==> config.mk <==
export PLATFORM = sky130hd
export DESIGN_NAME = mem_access_unit
export DESIGN_NICKNAME = d
export VERILOG_FILES = /design/src/rtl/mem_access_unit.sv
export SDC_FILE = /design/constraint.sdc
export NUM_CORES = 1
export LEC_CHECK = 0
export CAP_MARGIN = 20
export CORE_MARGIN = 2
export CORE_UTILIZATION = 35
export CTS_BUF_LIST = sky130_fd_sc_hd__clkbuf_8 sky130_fd_sc_hd__clkbuf_16
export DETAILED_ROUTE_END_ITERATION = 6
export DONT_BUFFER_PORTS = 1
export HOLD_SLACK_MARGIN = 0.06
export MAX_ROUTING_LAYER = met4
export PLACE_DENSITY = 0.56
export SLEW_MARGIN = 20
export SYNTH_ARGS = -nofsm -noshare
export SYNTH_HDL_FRONTEND = slang
export SYNTH_SLANG_ARGS = --single-unit
==> constraint.sdc <==
create_clock -name clk -period 3.2 [get_ports clk]
set_input_delay 0 -clock clk [delete_from_list [all_inputs] [get_ports clk]]
set_output_delay 0 -clock clk [all_outputs]
set_load 0.05 [all_outputs]
==> src/rtl/mem_access_unit.sv <==
// Memory-access stage: request/acknowledge data-memory transaction with byte-lane steering and load extension.
// Define MEM_TIMEOUT_EN to abort a request after TIMEOUT_CYCLES cycles without ack, reported via bus_fault.
`ifndef DATA_WIDTH
`define DATA_WIDTH 32
`endif
`ifndef REGADDR_WIDTH
`define REGADDR_WIDTH 5
`endif

module mem_access_unit #(
  parameter int unsigned TIMEOUT_CYCLES = 256
) (
  input  logic                      clk,
  input  logic                      reset,
  input  logic                      valid_in,
  input  logic                      load_in,
  input  logic                      loadUnsigned_in,
  input  logic                      store_in,
  input  logic [1:0]                memLength_in,
  input  logic [`DATA_WIDTH-1:0]    address_in,
  input  logic [`DATA_WIDTH-1:0]    storeData_in,
  input  logic [`REGADDR_WIDTH-1:0] writeSelect_in,
  input  logic                      writeEnable_in,
  output logic                      stall,
  output logic                      mem_req,
  output logic                      mem_we,
  output logic [`DATA_WIDTH-1:0]    mem_addr,
  output logic [3:0]                mem_byteEn,
  output logic [`DATA_WIDTH-1:0]    mem_wdata,
  input  logic                      mem_ack,
  input  logic [`DATA_WIDTH-1:0]    mem_rdata,
  output logic                      wb_valid,
  output logic [`DATA_WIDTH-1:0]    wb_result,
  output logic [`REGADDR_WIDTH-1:0] wb_writeSelect,
  output logic                      wb_writeEnable,
  output logic                      misalign_fault,
  output logic                      bus_fault
);

  localparam int unsigned DW = `DATA_WIDTH;
  localparam int unsigned RW = `REGADDR_WIDTH;
  localparam int unsigned CW = 16;

  if (TIMEOUT_CYCLES < 2 || TIMEOUT_CYCLES > 65535) begin : g_bad_timeout
    $error("mem_access_unit: TIMEOUT_CYCLES out of range 2..65535");
  end

  typedef enum logic {
    IDLE = 1'b0,
    REQ  = 1'b1
  } state_t;

  state_t state, state_d;

  logic          mem_op, aligned, timeout_hit;
  logic [1:0]    offset;
  logic [3:0]    ben_c;
  logic [DW-1:0] wdata_c;
  logic [DW-1:0] rdata_shift, load_data;

  // Latched transaction context, held across REQ
  logic [1:0]    off_q, off_d;
  logic [1:0]    len_q, len_d;
  logic          uns_q, uns_d;
  logic [RW-1:0] wsel_q, wsel_d;
  logic          wen_q, wen_d;

  logic          mem_req_d, mem_we_d;
  logic [DW-1:0] mem_addr_d, mem_wdata_d;
  logic [3:0]    mem_byteEn_d;
  logic          wb_valid_d, wb_writeEnable_d, misalign_fault_d;
  logic [DW-1:0] wb_result_d;
  logic [RW-1:0] wb_writeSelect_d;

  assign mem_op = load_in | store_in;
  assign offset = address_in[1:0];

  // Alignment, lane enables and store-data replication for the incoming op
  always_comb begin
    aligned = 1'b0;
    ben_c   = 4'b1111;
    wdata_c = storeData_in;
    case (memLength_in)
      2'd0: begin
        aligned = 1'b1;
        ben_c   = 4'(4'b0001 << offset);
        wdata_c = DW'({4{storeData_in[7:0]}});
      end
      2'd1: begin
        aligned = ~offset[0];
        ben_c   = 4'(4'b0011 << offset);
        wdata_c = DW'({2{storeData_in[15:0]}});
      end
      2'd2: begin
        aligned = (offset == 2'd0);
      end
      default: begin
        aligned = 1'b0;
      end
    endcase
  end

  // Load return: shift the addressed lane down, then truncate and extend
  assign rdata_shift = mem_rdata >> {off_q, 3'b000};

  always_comb begin
    load_data = rdata_shift;
    case (len_q)
      2'd0:    load_data = {{(DW-8){~uns_q & rdata_shift[7]}}, rdata_shift[7:0]};
      2'd1:    load_data = {{(DW-16){~uns_q & rdata_shift[15]}}, rdata_shift[15:0]};
      default: load_data = rdata_shift;
    endcase
  end

`ifdef MEM_TIMEOUT_EN
  logic [CW-1:0] timeout_cnt;
  logic          bus_fault_d;

  assign timeout_hit = (state == REQ) && !mem_ack &&
                       (timeout_cnt == CW'(TIMEOUT_CYCLES - 1));

  always_ff @(posedge clk) begin
    if (reset) begin
      timeout_cnt <= '0;
    end else if (state == REQ && !mem_ack) begin
      timeout_cnt <= timeout_cnt + CW'(1);
    end else begin
      timeout_cnt <= '0;
    end
  end
`else
  assign timeout_hit = 1'b0;
  assign bus_fault   = 1'b0;
`endif

  assign stall = !reset &&
                 (((state == IDLE) && valid_in && mem_op && aligned) ||
                  ((state == REQ) && !mem_ack && !timeout_hit));

  // Next state and next values of all registered outputs
  always_comb begin
    state_d          = state;
    mem_req_d        = 1'b0;
    mem_we_d         = mem_we;
    mem_addr_d       = mem_addr;
    mem_byteEn_d     = mem_byteEn;
    mem_wdata_d      = mem_wdata;
    off_d            = off_q;
    len_d            = len_q;
    uns_d            = uns_q;
    wsel_d           = wsel_q;
    wen_d            = wen_q;
    wb_valid_d       = 1'b0;
    wb_result_d      = '0;
    wb_writeSelect_d = '0;
    wb_writeEnable_d = 1'b0;
    misalign_fault_d = 1'b0;
`ifdef MEM_TIMEOUT_EN
    bus_fault_d      = 1'b0;
`endif
    case (state)
      IDLE: begin
        if (valid_in) begin
          if (!mem_op) begin
            wb_valid_d       = 1'b1;
            wb_result_d      = address_in;
            wb_writeSelect_d = writeSelect_in;
            wb_writeEnable_d = writeEnable_in;
          end else if (!aligned) begin
            wb_valid_d       = 1'b1;
            wb_writeSelect_d = writeSelect_in;
            misalign_fault_d = 1'b1;
          end else begin
            state_d      = REQ;
            mem_req_d    = 1'b1;
            mem_we_d     = store_in;
            mem_addr_d   = {address_in[DW-1:2], 2'b00};
            mem_byteEn_d = ben_c;
            mem_wdata_d  = wdata_c;
            off_d        = offset;
            len_d        = memLength_in;
            uns_d        = loadUnsigned_in;
            wsel_d       = writeSelect_in;
            wen_d        = writeEnable_in;
          end
        end
      end
      REQ: begin
        if (mem_ack) begin
          state_d          = IDLE;
          wb_valid_d       = 1'b1;
          wb_writeSelect_d = wsel_q;
          if (!mem_we) begin
            wb_result_d      = load_data;
            wb_writeEnable_d = wen_q;
          end
        end
`ifdef MEM_TIMEOUT_EN
        else if (timeout_hit) begin
          state_d          = IDLE;
          wb_valid_d       = 1'b1;
          wb_writeSelect_d = wsel_q;
          bus_fault_d      = 1'b1;
        end
`endif
        else begin
          mem_req_d = 1'b1;
        end
      end
      default: begin
        state_d = IDLE;
      end
    endcase
  end

  always_ff @(posedge clk) begin
    if (reset) begin
      state <= IDLE;
    end else begin
      state <= state_d;
    end
  end

  always_ff @(posedge clk) begin
    if (reset) begin
      mem_req        <= 1'b0;
      mem_we         <= 1'b0;
      mem_addr       <= '0;
      mem_byteEn     <= '0;
      mem_wdata      <= '0;
      off_q          <= '0;
      len_q          <= '0;
      uns_q          <= 1'b0;
      wsel_q         <= '0;
      wen_q          <= 1'b0;
      wb_valid       <= 1'b0;
      wb_result      <= '0;
      wb_writeSelect <= '0;
      wb_writeEnable <= 1'b0;
      misalign_fault <= 1'b0;
    end else begin
      mem_req        <= mem_req_d;
      mem_we         <= mem_we_d;
      mem_addr       <= mem_addr_d;
      mem_byteEn     <= mem_byteEn_d;
      mem_wdata      <= mem_wdata_d;
      off_q          <= off_d;
      len_q          <= len_d;
      uns_q          <= uns_d;
      wsel_q         <= wsel_d;
      wen_q          <= wen_d;
      wb_valid       <= wb_valid_d;
      wb_result      <= wb_result_d;
      wb_writeSelect <= wb_writeSelect_d;
      wb_writeEnable <= wb_writeEnable_d;
      misalign_fault <= misalign_fault_d;
    end
  end

`ifdef MEM_TIMEOUT_EN
  always_ff @(posedge clk) begin
    if (reset) begin
      bus_fault <= 1'b0;
    end else begin
      bus_fault <= bus_fault_d;
    end
  end
`endif

endmodule

==> results of run 1 <==
==> stage by stage <==
step	setup slack [ns]	area (µm²)	std cells	util
floorplan	0.936	5080	586	-
global placement	0.890	5160	727	0.359
detailed placement	0.767	5160	727	0.359
==> cells by family after synthesis <==
kind of cell,after synthesis,share of synthesized area
AO/OA/AOI/OAI,167,0.205
buffers and inverters,56,0.0513
flip-flops,119,0.469
multiplexers,42,0.105
other,1,0.000739
AND/OR/NAND/NOR,199,0.169
==> out/metrics.cfg, run 1 <==
[status]
status=did not finish
haltStage=4_1_cts
toolErrorMsg=[ERROR RSZ-0060] Max buffer count reached.

[floorplan]
num_io_pins=223
dieWidth_um=124
num_rows=44
die_h_um=124
start_util=0.353

[cts]
postCtsSetupRepairBufs=0
htreeDepth=4
cts_inserted_buffers=17
clockRootBuffer=clkbuf_16
clk_path_buf_depth=2
cts_resized=0
cts_hold_buf=153
clock-sinks=119

[placed_design]
gp_congestion=0.909
portBuffers=0
dp_hpwl_um=10900

[synth]
ys_ff_latch=119
synth-main-ff-cell=dfxtp_1
seq_area_frac_synth=0.469
yosys.area.top_type=dfxtp_1
synth_area_leaders=dfxtp_1 47%, nand2_1 9.8%, a21oi_1 6.9%, mux2i_1 5.1%, mux4_2 3.6%
synthMostInstantiatedCell=nand2_1
yosys_warnings=0
synth_area_um2=5070
yosysUniqueCellTypes=42
synth_edf_count=0
synth.avg_cell_area_um2=8.69
yosysTopAreaCellShare=0.469
synthCells=584
synthArstFlopShare=0
synthTopCellsByCount=133 x nand2_1, 119 x dfxtp_1, 70 x a21oi_1

==> run 2: changes to the inputs <==
==> config.mk (replaced) <==
export PLATFORM = sky130hd
export DESIGN_NAME = mem_access_unit
export DESIGN_NICKNAME = d
export VERILOG_FILES = /design/src/rtl/mem_access_unit.sv
export SDC_FILE = /design/constraint.sdc
export NUM_CORES = 1
export LEC_CHECK = 0
export CAP_MARGIN = 20
export CORE_MARGIN = 2
export CORE_UTILIZATION = 20
export DETAILED_ROUTE_END_ITERATION = 6
export DONT_BUFFER_PORTS = 1
export PLACE_DENSITY_LB_ADDON = 0.15
export SLEW_MARGIN = 20
export SYNTH_ARGS = -nofsm -noshare
export SYNTH_HDL_FRONTEND = slang
export SYNTH_SLANG_ARGS = --single-unit
==> out/metrics.cfg, run 2 <==
[status]
status=completed  ; was did not finish

[floorplan]
num_rows=58  ; was 44
coreArea_um2=25000
dieWidth_um=163  ; was 124 µm
start_util=0.203  ; was 0.353
num_io_pins=223  ; unchanged
die_h_um=163  ; was 124 µm
die_area_um2=26700

[placed_design]
gp_congestion=0.845  ; was 0.909
portBuffers=0  ; unchanged
dp_hpwl_um=13500  ; was 10900 µm
place_inst=877  ; was 727
placed_cell_area_um2=5370  ; was 5160 µm²

[detailed_routing]
drtAntennaViolNets=0
routed_wl_um=19700
post_drt_wl_per_cell_um=19.4
drc=0
first_pass_iters=5
drt_iter0_drc=300
vias_per_cell=4.63
vias=4722

[synth]
synthCells=584  ; unchanged
synth.avg_cell_area_um2=8.69  ; unchanged
synth_area_leaders=dfxtp_1 47%, nand2_1 9.8%, a21oi_1 6.9%, mux2i_1 5.1%, mux4_2 3.6%  ; unchanged
yosysTopAreaCellShare=0.469  ; unchanged
synthArstFlopShare=0  ; unchanged
synthTopCellsByCount=133 x nand2_1, 119 x dfxtp_1, 70 x a21oi_1  ; unchanged
ys_ff_latch=119  ; unchanged
synth_edf_count=0  ; unchanged
yosys.area.top_type=dfxtp_1  ; unchanged
yosys_warnings=0  ; unchanged
synthMostInstantiatedCell=nand2_1  ; unchanged
synth_area_um2=5070  ; unchanged
seq_area_frac_synth=0.469  ; unchanged
yosysUniqueCellTypes=42  ; unchanged
synth-main-ff-cell=dfxtp_1  ; unchanged

[global_routing]
grt_usage=0.146
grt_pass1_wl_um=29200
gr-total-overflow=0
grt_max_degree=104
antenna_found_initial=0
grt_pass1_vias=4714

[hold_path]
hp-class=input port to flop

[final_layout]
layout_common_cells=133 x nand2_1, 119 x dfxtp_1, 109 x dlygate4sd3_1
nets=787
final_common_cell=nand2_1
top_regs=mem_wdata: 32 flops, wb_result: 32 flops, mem_addr: 30 flops
syn_to_final_growth_pct=39.2
antennaDiodeCount=0
fillerInstances=2675
drive_above_1_share=0.0987
final_cell_count_no_fill=1019
final_design_area_no_fill_um2=7070

[timing]
rsz0062_at_grt=no
tightest_slew_ns=1.06
fmax_ghz=0.362
period_minus_slack_ns=2.76
setup_tns_ns=0
relSlewSlack=0.289
slew_violations=0
setup_viol=0
hold_viol_final=0
post-route-period-util=0.864
clock_skew_ns=0.0112

[setup_path]
cp.required_ns=3.54
start_kind=flop
endpoint_kind=flop
path_max_fanout=54
critical_path_class=flop to flop
ff2ff_setup_slack_ns=0.44
cp_data_arrival_time_ns=3.10

[cts]
clk_path_buf_depth=2  ; unchanged
clk_pin_slew_ns=0.06
clock_latency_ns=0.42
clock-sinks=119  ; unchanged
cts_inserted_buffers=17  ; unchanged
postCtsSetupRepairBufs=0  ; unchanged
clockRootBuffer=clkbuf_16  ; unchanged
cts_tree=built
htreeDepth=4  ; unchanged

[power]
intPower_mw=2.88
swShare=0.307
clock_power_share=0.452
power_frac_comb=0.110
vdd_drop_max_mv=0.245
power.density_nw_per_um2=588
p_switching_mw=1.28
p_seq_frac=0.437
power.leakage_nw=2.48

[flow_run]
maxCapViolCount=0

## run 2: cell counts after synthesis
Identical to the previous run, type by type.
## run 2: power by group through the flow
| stage | logic [mW] | clock network [mW] | registers (mW) |
|---|---|---|---|
| 6_report | 0.458 | 1.88 | 1.82 |
| 5_1_grt | 0.505 | 2.01 | 1.82 |
| 4_1_cts | 0.460 | 1.94 | 1.82 |
| 3_5_place_dp | 0.286 | 0 | 1.85 |
| 3_3_place_gp | 0.280 | 0 | 1.85 |
| 2_1_floorplan | 0.255 | 0 | 1.83 |
## run 2: cell type report
type / count / area, µm² / share of cell area
clock buffers: 19 / 453 / 0.0641
clock inverters: 13 / 123 / 0.0174
inverters: 5 / 18.8 / 0.00266
multi-input cells: 411 / 2450 / 0.347
flip-flops and latches: 119 / 2380 / 0.337
well taps: 330 / 413 / 0.0584
repair buffers: 122 / 1220 / 0.173
## run 2: final timing paths
check	start	to	cells past startpoint
worst max-delay path	mem_req$_SDFF_PP0_	mem_wdata[24]$_SDFFE_PP0P_	7
worst min-delay path	mem_rdata[7]	wb_result[7]$_SDFF_PP0_	3
worst min register to register	wen_q$_SDFFE_PP0P_	wen_q$_SDFFE_PP0P_	2
worst max register to register	mem_req$_SDFF_PP0_	mem_wdata[24]$_SDFFE_PP0P_	7
## run 2: cells by family after synthesis
family / after synthesis / share of synthesized area
and+or+nand+nor: 199 / 0.169
AOI/OAI and AO/OA: 167 / 0.205
DFF: 119 / 0.469
buffers and inverters: 56 / 0.0513
muxes: 42 / 0.105
other: 1 / 0.000739
## run 2: critical path: stages, from the launching register on
cell and delay, ns:
dfxtp_1 0.30, buf_4 0.19, nand2b_1 0.32, a211oi_4 0.68, buf_12 0.31, o211ai_1 0.14
dlygate4sd3_1 0.58, a21oi_1 0.12
## run 2: metrics by stage
step	hold slack [ns]	total power [mW]	util	setup slack, ns
finish	0.0218	4.15	0.282	0.436
CTS	0.0127	4.22	0.282	0.423
global placement	0.0796	2.13	0.215	0.988
global route	0.0377	4.34	0.282	0.175
detailed placement	0.0811	2.14	0.215	0.942
floorplan	0.109	2.08	-	0.936
## run 2: routing by layer
metal  vias up  GRT usage  wire length, µm
li1       2245          -                -
met1      2280      0.179             8550
met2       162      0.236             9350
met3        35     0.0422             1270
met4         0     0.0652              554
met5         -          0                0
## run 2: timing repair
item	in CTS	in global routing
endpoints found under the hold margin	119	0
gates resized for setup	0	0
hold buffers	110	0
No activity file was read; power rests on OpenSTA's default activity.
